===== config.mk =====
export PLATFORM = sky130hd
export DESIGN_NAME = adc_scan_ctrl
export DESIGN_NICKNAME = d
export VERILOG_FILES = /design/src/rtl/adc_pkg.sv /design/src/rtl/adc_period_timer.sv /design/src/rtl/adc_scan_ctrl.sv
export SDC_FILE = /design/constraint.sdc
export NUM_CORES = 1
export LEC_CHECK = 0
export CELL_PAD_IN_SITES_DETAIL_PLACEMENT = 1
export CELL_PAD_IN_SITES_GLOBAL_PLACEMENT = 2
export CORE_UTILIZATION = 37
export CTS_CLUSTER_SIZE = 8
export DETAILED_ROUTE_END_ITERATION = 8
export PLACE_DENSITY = 0.78
export SKIP_LAST_GASP = 1
export SLEW_MARGIN = 20
export SYNTH_ARGS = -nofsm -noshare
export SYNTH_HDL_FRONTEND = slang
export SYNTH_SLANG_ARGS = --single-unit

===== constraint.sdc =====
create_clock -name clk -period 2.5 [get_ports clk]
set_input_delay 0.25 -clock clk [delete_from_list [all_inputs] [get_ports clk]]
set_output_delay 0.25 -clock clk [all_outputs]
set_load 0.01 [all_outputs]

===== src/rtl/adc_pkg.sv =====
// Shared types and constants for the IR-sensor ADC scan controller.
package adc_pkg;

  // Converter result width and channel-select width.
  localparam int ADC_W = 16;
  localparam int CH_W  = 4;

  // Default ADC channel indices of the two IR sensors.
  localparam logic [CH_W-1:0] DEF_SIDE_CH = 4'd0;
  localparam logic [CH_W-1:0] DEF_DIAG_CH = 4'd1;

  // Scan sequencer states.
  //   IDLE  : scanning disabled, period timer held
  //   START : one-cycle conversion request
  //   CONV  : waiting for the converter (adc_done / timeout)
  //   ACC   : fold the captured sample into its channel accumulator
  //   PUB   : averaged codes are on the outputs with sample_valid high
  //   WAIT  : idle until the next period tick
  typedef enum logic [2:0] {
    IDLE,
    START,
    CONV,
    ACC,
    PUB,
    WAIT
  } scan_state_t;

endpackage : adc_pkg


===== src/rtl/adc_period_timer.sv =====
// Free-running scan period timer. Counts 0..PERIOD_CYCLES-1 while run is
// high and pulses tick in the last count, so a scan started on a tick begins
// exactly PERIOD_CYCLES cycles after the previous one. Held at 0 while idle.
module adc_period_timer #(
  parameter int PERIOD_CYCLES = 50000
) (
  input  logic clk,
  input  logic reset,
  input  logic run,
  output logic tick
);

  localparam int               CNT_W    = $clog2(PERIOD_CYCLES + 1);
  localparam logic [CNT_W-1:0] CNT_LAST = CNT_W'(PERIOD_CYCLES - 1);

  logic [CNT_W-1:0] cnt_q;

  // Period counter: cleared while not running, wraps at the last count.
  // NOTE: sequential state is always assigned with <= so every flop samples
  // the pre-edge values of its inputs regardless of statement order.
  always_ff @(posedge clk or negedge reset) begin
    if (!reset) begin
      cnt_q <= '0;
    end else if (!run || cnt_q == CNT_LAST) begin
      cnt_q <= '0;
    end else begin
      cnt_q <= cnt_q + 1'b1;
    end
  end

  assign tick = run && (cnt_q == CNT_LAST);

endmodule : adc_period_timer


===== src/rtl/adc_scan_ctrl.sv =====
// Shared-ADC scan controller for the side and diagonal IR sensors.
// Each scan period it issues an interleaved burst of conversions
// (side, diag, side, diag, ...), averages 2**AVG_LOG2 samples per channel and
// publishes the two signed codes together with a one-cycle sample_valid.
// A conversion that is not answered within TIMEOUT_CYCLES aborts the scan and
// raises the sticky adc_timeout flag; outputs keep their previous codes.
module adc_scan_ctrl
  import adc_pkg::*;
#(
  parameter int              PERIOD_CYCLES  = 50000,
  parameter int              AVG_LOG2       = 2,
  parameter int              TIMEOUT_CYCLES = 1000,
  parameter logic [CH_W-1:0] SIDE_CH        = DEF_SIDE_CH,
  parameter logic [CH_W-1:0] DIAG_CH        = DEF_DIAG_CH
) (
  input  logic                    clk,
  input  logic                    reset,
  input  logic                    enable,
  output logic                    adc_start,
  output logic [CH_W-1:0]         adc_channel,
  input  logic                    adc_done,
  input  logic signed [ADC_W-1:0] adc_data,
  output logic signed [ADC_W-1:0] side_adc_data,
  output logic signed [ADC_W-1:0] diag_adc_data,
  output logic                    sample_valid,
  output logic                    adc_timeout
);

  // Accumulator is wide enough for 2**AVG_LOG2 full-scale samples, so the
  // running sum can never overflow and the average always fits ADC_W bits.
  localparam int               ACC_W    = ADC_W + AVG_LOG2;
  localparam int               SMP_W    = AVG_LOG2 + 1;
  localparam logic [SMP_W-1:0] SMP_LAST = SMP_W'((1 << AVG_LOG2) - 1);
  localparam int               TMO_W    = $clog2(TIMEOUT_CYCLES + 1);
  localparam logic [TMO_W-1:0] TMO_LAST = TMO_W'(TIMEOUT_CYCLES - 1);

  scan_state_t             state_q, state_d;
  logic                    ch_q;          // 0 = side, 1 = diag
  logic [SMP_W-1:0]        smp_cnt_q;     // completed side+diag pairs
  logic [TMO_W-1:0]        tmo_cnt_q;     // cycles since adc_start
  logic signed [ADC_W-1:0] sample_q;      // result captured on adc_done
  logic signed [ACC_W-1:0] acc_side_q;
  logic signed [ACC_W-1:0] acc_diag_q;

  logic                    period_tick;
  logic                    timer_run;
  logic                    tmo_expire;
  logic                    last_sample;
  logic signed [ACC_W-1:0] sample_ext;
  logic signed [ACC_W-1:0] acc_side_nx;
  logic signed [ACC_W-1:0] acc_diag_nx;

  // The period timer runs from the first START of a burst until IDLE.
  assign timer_run = (state_q != IDLE);

  adc_period_timer #(
    .PERIOD_CYCLES(PERIOD_CYCLES)
  ) u_period_timer (
    .clk  (clk),
    .reset(reset),
    .run  (timer_run),
    .tick (period_tick)
  );

  // adc_done has priority: an answer in the expiry cycle is still accepted.
  assign tmo_expire  = (state_q == CONV) && !adc_done && (tmo_cnt_q >= TMO_LAST);
  // The diag sample of the final pair completes the scan.
  assign last_sample = ch_q && (smp_cnt_q == SMP_LAST);

  // Size cast of a signed value sign-extends into the accumulator width.
  assign sample_ext  = ACC_W'(sample_q);
  assign acc_side_nx = acc_side_q + sample_ext;
  assign acc_diag_nx = acc_diag_q + sample_ext;

  // Converter handshake is decoded straight from the state register so it
  // drops together with the asynchronous reset.
  assign adc_start   = (state_q == START);
  assign adc_channel = (state_q == START || state_q == CONV)
                       ? (ch_q ? DIAG_CH : SIDE_CH) : '0;

  // State register.
  always_ff @(posedge clk or negedge reset) begin
    if (!reset) begin
      state_q <= IDLE;
    end else begin
      state_q <= state_d;
    end
  end

  // Next-state logic of the scan sequencer.
  // NOTE: state_d gets a default before the case so no path leaves it
  // unassigned, which would otherwise infer a latch.
  always_comb begin
    state_d = state_q;
    case (state_q)
      IDLE:    if (enable) state_d = START;
      START:   state_d = CONV;
      CONV: begin
        if (adc_done)        state_d = ACC;
        else if (tmo_expire) state_d = WAIT;
      end
      ACC:     state_d = last_sample ? PUB : START;
      PUB:     state_d = WAIT;
      WAIT: begin
        if (!enable)          state_d = IDLE;
        else if (period_tick) state_d = START;
      end
      default: state_d = IDLE;
    endcase
  end

  // Datapath: timeout counter, sample capture, accumulation and publish.
  // The published codes and sample_valid are loaded on the edge leaving the
  // final ACC so that they are both visible in the PUB cycle, two cycles
  // after the final adc_done.
  // NOTE: the accumulators are plain flops, not RAM, so they take the same
  // asynchronous reset as the rest of the state.
  always_ff @(posedge clk or negedge reset) begin
    if (!reset) begin
      ch_q          <= 1'b0;
      smp_cnt_q     <= '0;
      tmo_cnt_q     <= '0;
      sample_q      <= '0;
      acc_side_q    <= '0;
      acc_diag_q    <= '0;
      side_adc_data <= '0;
      diag_adc_data <= '0;
      sample_valid  <= 1'b0;
      adc_timeout   <= 1'b0;
    end else begin
      sample_valid <= 1'b0;
      case (state_q)
        START: begin
          // The request cycle itself is the first counted cycle.
          tmo_cnt_q <= TMO_W'(1);
        end
        CONV: begin
          tmo_cnt_q <= tmo_cnt_q + 1'b1;
          if (adc_done) begin
            sample_q <= adc_data;
          end else if (tmo_expire) begin
            // Abort: discard the partial burst, keep the old outputs.
            adc_timeout <= 1'b1;
            acc_side_q  <= '0;
            acc_diag_q  <= '0;
            smp_cnt_q   <= '0;
            ch_q        <= 1'b0;
          end
        end
        ACC: begin
          ch_q <= ~ch_q;
          if (!ch_q) begin
            acc_side_q <= acc_side_nx;
          end else begin
            acc_diag_q <= acc_diag_nx;
            smp_cnt_q  <= smp_cnt_q + 1'b1;
            if (last_sample) begin
              // Arithmetic shift: average rounds toward minus infinity.
              side_adc_data <= ADC_W'(acc_side_q >>> AVG_LOG2);
              diag_adc_data <= ADC_W'(acc_diag_nx >>> AVG_LOG2);
              sample_valid  <= 1'b1;
              adc_timeout   <= 1'b0;
            end
          end
        end
        PUB: begin
          acc_side_q <= '0;
          acc_diag_q <= '0;
          smp_cnt_q  <= '0;
          ch_q       <= 1'b0;
        end
        default: ;
      endcase
    end
  end

endmodule : adc_scan_ctrl


; ---- After elaboration in Yosys (flattened, before gate mapping)
; Cells that the tools add are included.
[word_totals]
reg_bits = 119
in_bits = 20
out_inout_bits = 39
[classes]
n_addsub = 5
n_lt_le_gt_ge = 1
eq_ne = 15
n_mux = 32
bitwise_logic = 1
reduce_logical = 20
[op_table]
columns = cell, n
row1 = 18-bit case mux with 3 select lines, 2
row2 = 18-bit two-way mux, 4
row3 = 18-bit by 16-bit adder with 18-bit output, 2
row4 = 3-bit two-way mux, 9
row5 = 10-bit case mux with 2 select lines, 1
row6 = 3-bit case mux with 6 select lines, 1
row7 = 16-bit by 1-bit adder with 16-bit output (second input constant), 1
row8 = 16-bit == test (second input constant), 1
row9 = 16-bit two-way mux, 1
row10 = 2-bit != test (second input constant), 6
row11 = 1-bit two-way mux, 11
row12 = 10-bit by 1-bit adder with 10-bit output (second input constant), 1
row13 = 10-bit greater-or-equal comparator (second input constant), 1
row14 = 3-bit by 2-bit == test with 1-bit output (second input constant), 3
row15 = 3-bit case mux with 3 select lines, 1
row16 = 3-bit AND reduction, 3
row17 = 4-bit AND reduction, 2
row18 = 3-bit == test (second input constant), 2
row19 = 3-bit != test (second input constant), 2
row20 = 3-bit nonzero test, 2
row21 = 5-bit AND reduction, 1
row22 = 1-bit logical AND, 4
row23 = 2-bit nonzero test, 2
row24 = 3-bit by 1-bit adder with 3-bit output (second input constant), 1
row25 = 8 further kinds, 10

; ---- Depth between registers and ports, before layout
[logic_depth]
word_depth = 6
ltp_mapped = 9
depth_no_buf = 9

; ---- Cells and area by module
; From an unflattened synthesis, not the netlist that was laid out.
[hier_totals]
hier_cells = 605
area_unflattened_um2 = 6407.4
[by_module_without_submodules]
columns = mod, n_inst, cells_per_inst, area_each_um2, seq_area_each_um2
row1 = adc_scan_ctrl, 1, 523, 5595.4, 2577.5
row2 = adc_period_timer, 1, 82, 812.0, 400.4

; ---- Worst setup path after synthesis
; Ideal clock, no wire load.
[synth_timing]
path_type = flip-flop to flip-flop
start = register sample_q[0]
end = register diag_adc_data[10]
setup_ps = 125
arrival_ps = 2159
t_required_ps = 2375
slack_ps = 216
path_stages_with_launch = 9
period_less_slack_ps = 2284
path_cell_list = dfrtp_1 > ha_1 > fa_1 > a211oi_1 > o21ai_1 > a32oi_1 > nand2_1 > xor2_1 > mux2_2
[synth_between]
elab_chain_len = 1
[synth_lines]
columns = item, line_no
row1 = "start, declared", adc_scan_ctrl.sv:41  ; logic signed [ADC_W-1:0] sample_q;
row2 = "start signal, assigned", adc_scan_ctrl.sv:140  ; sample_q <= adc_data;
row3 = 18-bit by 16-bit adder with 18-bit output, adc_scan_ctrl.sv:73  ; assign acc_diag_nx = acc_diag_q + sample_ext;
row4 = "end signal, assigned", adc_scan_ctrl.sv:160  ; diag_adc_data <= ADC_W'(acc_diag_nx >>> AVG_LOG2);
row5 = "end, declared", adc_scan_ctrl.sv:24  ; output logic signed [ADC_W-1:0] diag_adc_data,
; Every way passes these cells.
; A chain may end at the register's enable or synchronous reset.

; ---- Worst setup path after layout
[layout_timing]
start = register sample_q[0]
end = register acc_side_q[14]
[layout_between]
elab_chain_len = 3
[layout_lines]
columns = item, line_no
row1 = 18-bit by 16-bit adder with 18-bit output, adc_scan_ctrl.sv:72  ; assign acc_side_nx = acc_side_q + sample_ext;
row2 = 18-bit two-way mux, adc_scan_ctrl.sv:152  ; if (!ch_q) begin
row3 = 18-bit case mux with 3 select lines, adc_scan_ctrl.sv:132  ; case (state_q)
row4 = "end signal, assigned", adc_scan_ctrl.sv:153  ; acc_side_q <= acc_side_nx;
row5 = "end, declared", adc_scan_ctrl.sv:42  ; logic signed [ACC_W-1:0] acc_side_q;
; Every way passes these cells. The select of a mux whose other input is x is not followed.

==> flow_metrics.py <==
metrics = {
    "layout": {
        "regArea_sq_um": 2980,
        "layout_commonest_cell": "nand2_1",
        "most-common-layout-cells": "nand2_1, dfrtp_1, clkdlybuf4s50_1, nor2_1, ha_1",
        "multi_input_area_sq_um": 3710,
        "nNetsFinal": 860,
        "n_antenna_cell": 0,
        "post-route-util_pct": 47.0,
        "drive_gt1_share_pct": 11.4,
        "area_growth_pct": 23.3,
        "fill_cells": 2027,
        "fin_area_sq_um": 8490,
        "instances_no_fill": 1042,
    },
    "die": {
        "ios": 59,
        "die_x_microns": 138,
        "chipHeight_microns": 138,
        "initial_core_util_pct": 38.1,
        "fp-row-count": 49,
        "fp.coreArea_sq_um": 18100,
        "die-area_sq_um": 19200,
    },
    "setup_path": {
        "crit_slowest_cell": "dfrtp_1",
        "arrival_ns": 2.77,
        "startpoint_type": "flop",
        "r2r.worst_path.cells": 9,
        "cp-end-kind": "flop",
        "r2r-end": "acc_side_q[14]",
        "crit_fanout": 4,
        "cp_num_buf_inv": 1,
        "crit_family": "compound AO/OA/AOI/OAI gates",
        "worstSetupPathType": "reg -> reg",
        "cp.depth": 9,
        "r2r_slack_ns": 0.03,
        "startpoint": "sample_q[0]",
        "max_stage_delay_ns": 0.40,
        "crit-reg2reg-launch": "sample_q[0]",
        "cp_cell_sequence": "ha_1 -> inv_1 -> fa_2 -> nor2b_4 -> o31a_4 -> o311ai_4 -> a311oi_2 -> or3_1 -> a32o_1",
        "endpoint": "acc_side_q[14]",
        "cp_data_required_time_ns": 2.81,
    },
    "sta": {
        "clock_skew_ns": 0.00607,
        "slew_headroom_pct": 54.8,
        "finalSetupViolCount": 0,
        "fin_crit_sh_pct": 98.7,
        "report.final.slew_viol_count": 0,
        "rsz0062_at_grt": "yes",
        "fmax_mhz": 405,
        "finalHoldViolCount": 0,
        "fin_crit_ns": 2.47,
        "tightest_slew_ns": 0.678,
    },
    "yosys": {
        "synth_top_flop_cell": "dfrtp_1",
        "ys_seq_area_share_pct": 43.2,
        "ys_ff_latch": 119,
        "ys_types": 76,
        "synth.avg_cell_area_sq_um": 9.46,
        "synth_edf_count": 0,
        "synth_top_area_share_pct": 43.2,
        "syn_area_sq_um": 6890,
        "synth_largest_area_cell": "dfrtp_1",
        "synth.area.top_cells": "dfrtp_1, ha_1, nand2_1, nor2_1, xnor2_1",
        "synth_cells": 728,
        "async_flop_share_pct": 100,
        "ys_warn_count": 0,
    },
    "drt": {
        "drc": 6,
        "vias": 5733,
        "postRouteAntennaNets": 0,
        "finalWirelength_mm": 19.3,
        "drtIter0Drc": 268,
        "viasPerCell": 5.50,
        "wire_per_inst_microns": 18.5,
        "first_pass_iters": 7,
    },
    "global_route": {
        "grt_pass1_wl_mm": 32.6,
        "grt_overflow": 0,
        "grt_pass1_vias": 6177,
        "grt_max_degree": 49,
        "antenna_found_initial": 0,
        "grt_usage_pct": 21.4,
    },
    "power": {
        "sequentialPowerShare_pct": 26.7,
        "p_sw_share_pct": 42.3,
        "ir_drop_mv": 0.621,
        "clock_power_share_pct": 21.8,
        "power_mw": 12.3,
        "p_leak_nw": 3.85,
        "p_switching_mw": 5.22,
        "power_density_nw_per_um2": 1450,
        "intPower_mw": 7.11,
        "pwr-share-comb_pct": 51.6,
    },
    "run_status": {
        "outcome": "finished with violations",
        "violations": "design-rule violations",
    },
    "clock_network": {
        "clk_latency_ns": 0.42,
        "h-tree-depth": 4,
        "cts_buffers": 17,
        "cts.clk_slew.worst_paths_ns": 0.06,
        "clock_path_buffers": 2,
        "cts_root_buf": "clkbuf_16",
        "cts_tree": "built",
        "clock-sinks": 119,
    },
    "placed_design": {
        "dpl.hpwl_mm": 14.3,
        "dp.cells": 1008,
        "place.gp.congestion": 0.856,
        "numPortBuffers": 55,
        "placed_area_sq_um": 7810,
    },
    "hold_path": {
        "min_path_type": "in -> async",
    },
    "job": {
        "cap_violations": 0,
    },
}
-- flip-flops by register name, indices dropped and copies added, names as in the netlist --
name                  cells
acc_side_q               18
ch_q                      1
smp_cnt_q                 3
tmo_cnt_q                10
side_adc_data            16
state_q                   3
sample_valid              1
diag_adc_data            16
sample_q                 16
u_period_timer.cnt_q     16
adc_timeout               1
acc_diag_q               18
-- layer usage --
layer / vias up / track usage, % / wire length (microns)
met3: 21 / 3.53 / 574
met5: - / 0 / 0
met1: 2866 / 28.0 / 9020
met2: 99 / 36.2 / 9400
met4: 0 / 7.04 / 290
li1: 2747 / - / -
-- area by class of cell --
class | count | area share (%)
Timing Repair Buffer | 85 | 9.43
Clock buffer | 19 | 5.10
Clock inverter | 13 | 2.39
Sequential cell | 119 | 35.1
Tap cell | 229 | 3.37
Multi-Input combinational cell | 556 | 43.7
Inverter | 21 | 0.928
-- how the worst min path moves through the flow --
stage | startpoint | to | slack (ns)
after floorplan | reset | acc_diag_q[0] | -0.05
after global placement | reset | side_adc_data[0] | 0.33
after detailed placement | reset | side_adc_data[0] | 0.35
after CTS | adc_data[13] | sample_q[13] | 0.42
after global routing | adc_data[10] | sample_q[10] | 0.44
final | reset | acc_side_q[4] | 0.42
-- power by group through the flow --
stage          clock network, mW  registers (mW)  logic [mW]
6_report                    2.68            3.29        6.36
4_1_cts                     2.74            3.29        6.33
3_3_place_gp                   0            3.28        6.01
5_1_grt                     2.82            3.40        7.06
3_5_place_dp                   0            3.31        6.24
2_1_floorplan                  0            3.12        4.27
-- kinds of logic (layout without fill, tap and decap cells) --
| kind of cell | after synthesis | count (layout) | synth area share, % |
|---|---|---|---|
| compound gates | 174 | 174 | 17.3 |
| buf+inv | 55 | 138 | 3.42 |
| mux | 32 | 32 | 5.01 |
| other cells | 1 | 3 | 0.0545 |
| simple gates | 271 | 271 | 18.9 |
| fa+ha+maj | 40 | 40 | 7.49 |
| xor+xnor | 36 | 36 | 4.58 |
| flops | 119 | 119 | 43.2 |
-- through the flow --
step	hold WS (ns)	setup TNS, ns	setup slack, ns
floorplan	-0.0456	0	0.216
global placement	0.331	0	0.0157
detailed placement	0.345	0	0.00328
CTS	0.418	0	0.0336
global route	0.435	-0.159	-0.0609
finish	0.415	0	0.0327
-- cells in the mapped netlist, types with 4 or more instances --
master / count
mux2i_1: 12
nand2b_1: 6
o21a_1: 6
a31oi_1: 6
dfrtp_1: 119
buf_2: 14
nand4_1: 15
o21bai_1: 5
o31ai_1: 10
mux2_2: 11
a22o_1: 11
o21ai_0: 19
clkbuf_1: 14
a21o_1: 11
nand2_1: 119
xor2_1: 17
nor3b_1: 7
inv_1: 19
nor2_1: 45
a21oi_1: 31
nand3_1: 25
ha_1: 38
o21ai_1: 33
and3_1: 12
a211oi_1: 8
and2_1: 4
nor3_1: 13
mux2_1: 9
xnor2_1: 19
nor2b_1: 5
-- timing repair --
action                     in CTS  in global routing
hold endpoints to repair       45                  0
buffers inserted                0                  1
setup endpoints to repair       2                  8
gates resized for setup         3                  5
hold buffers                    1                  0
pin swaps                       1                  4
Power figures use the tool's default switching activity.
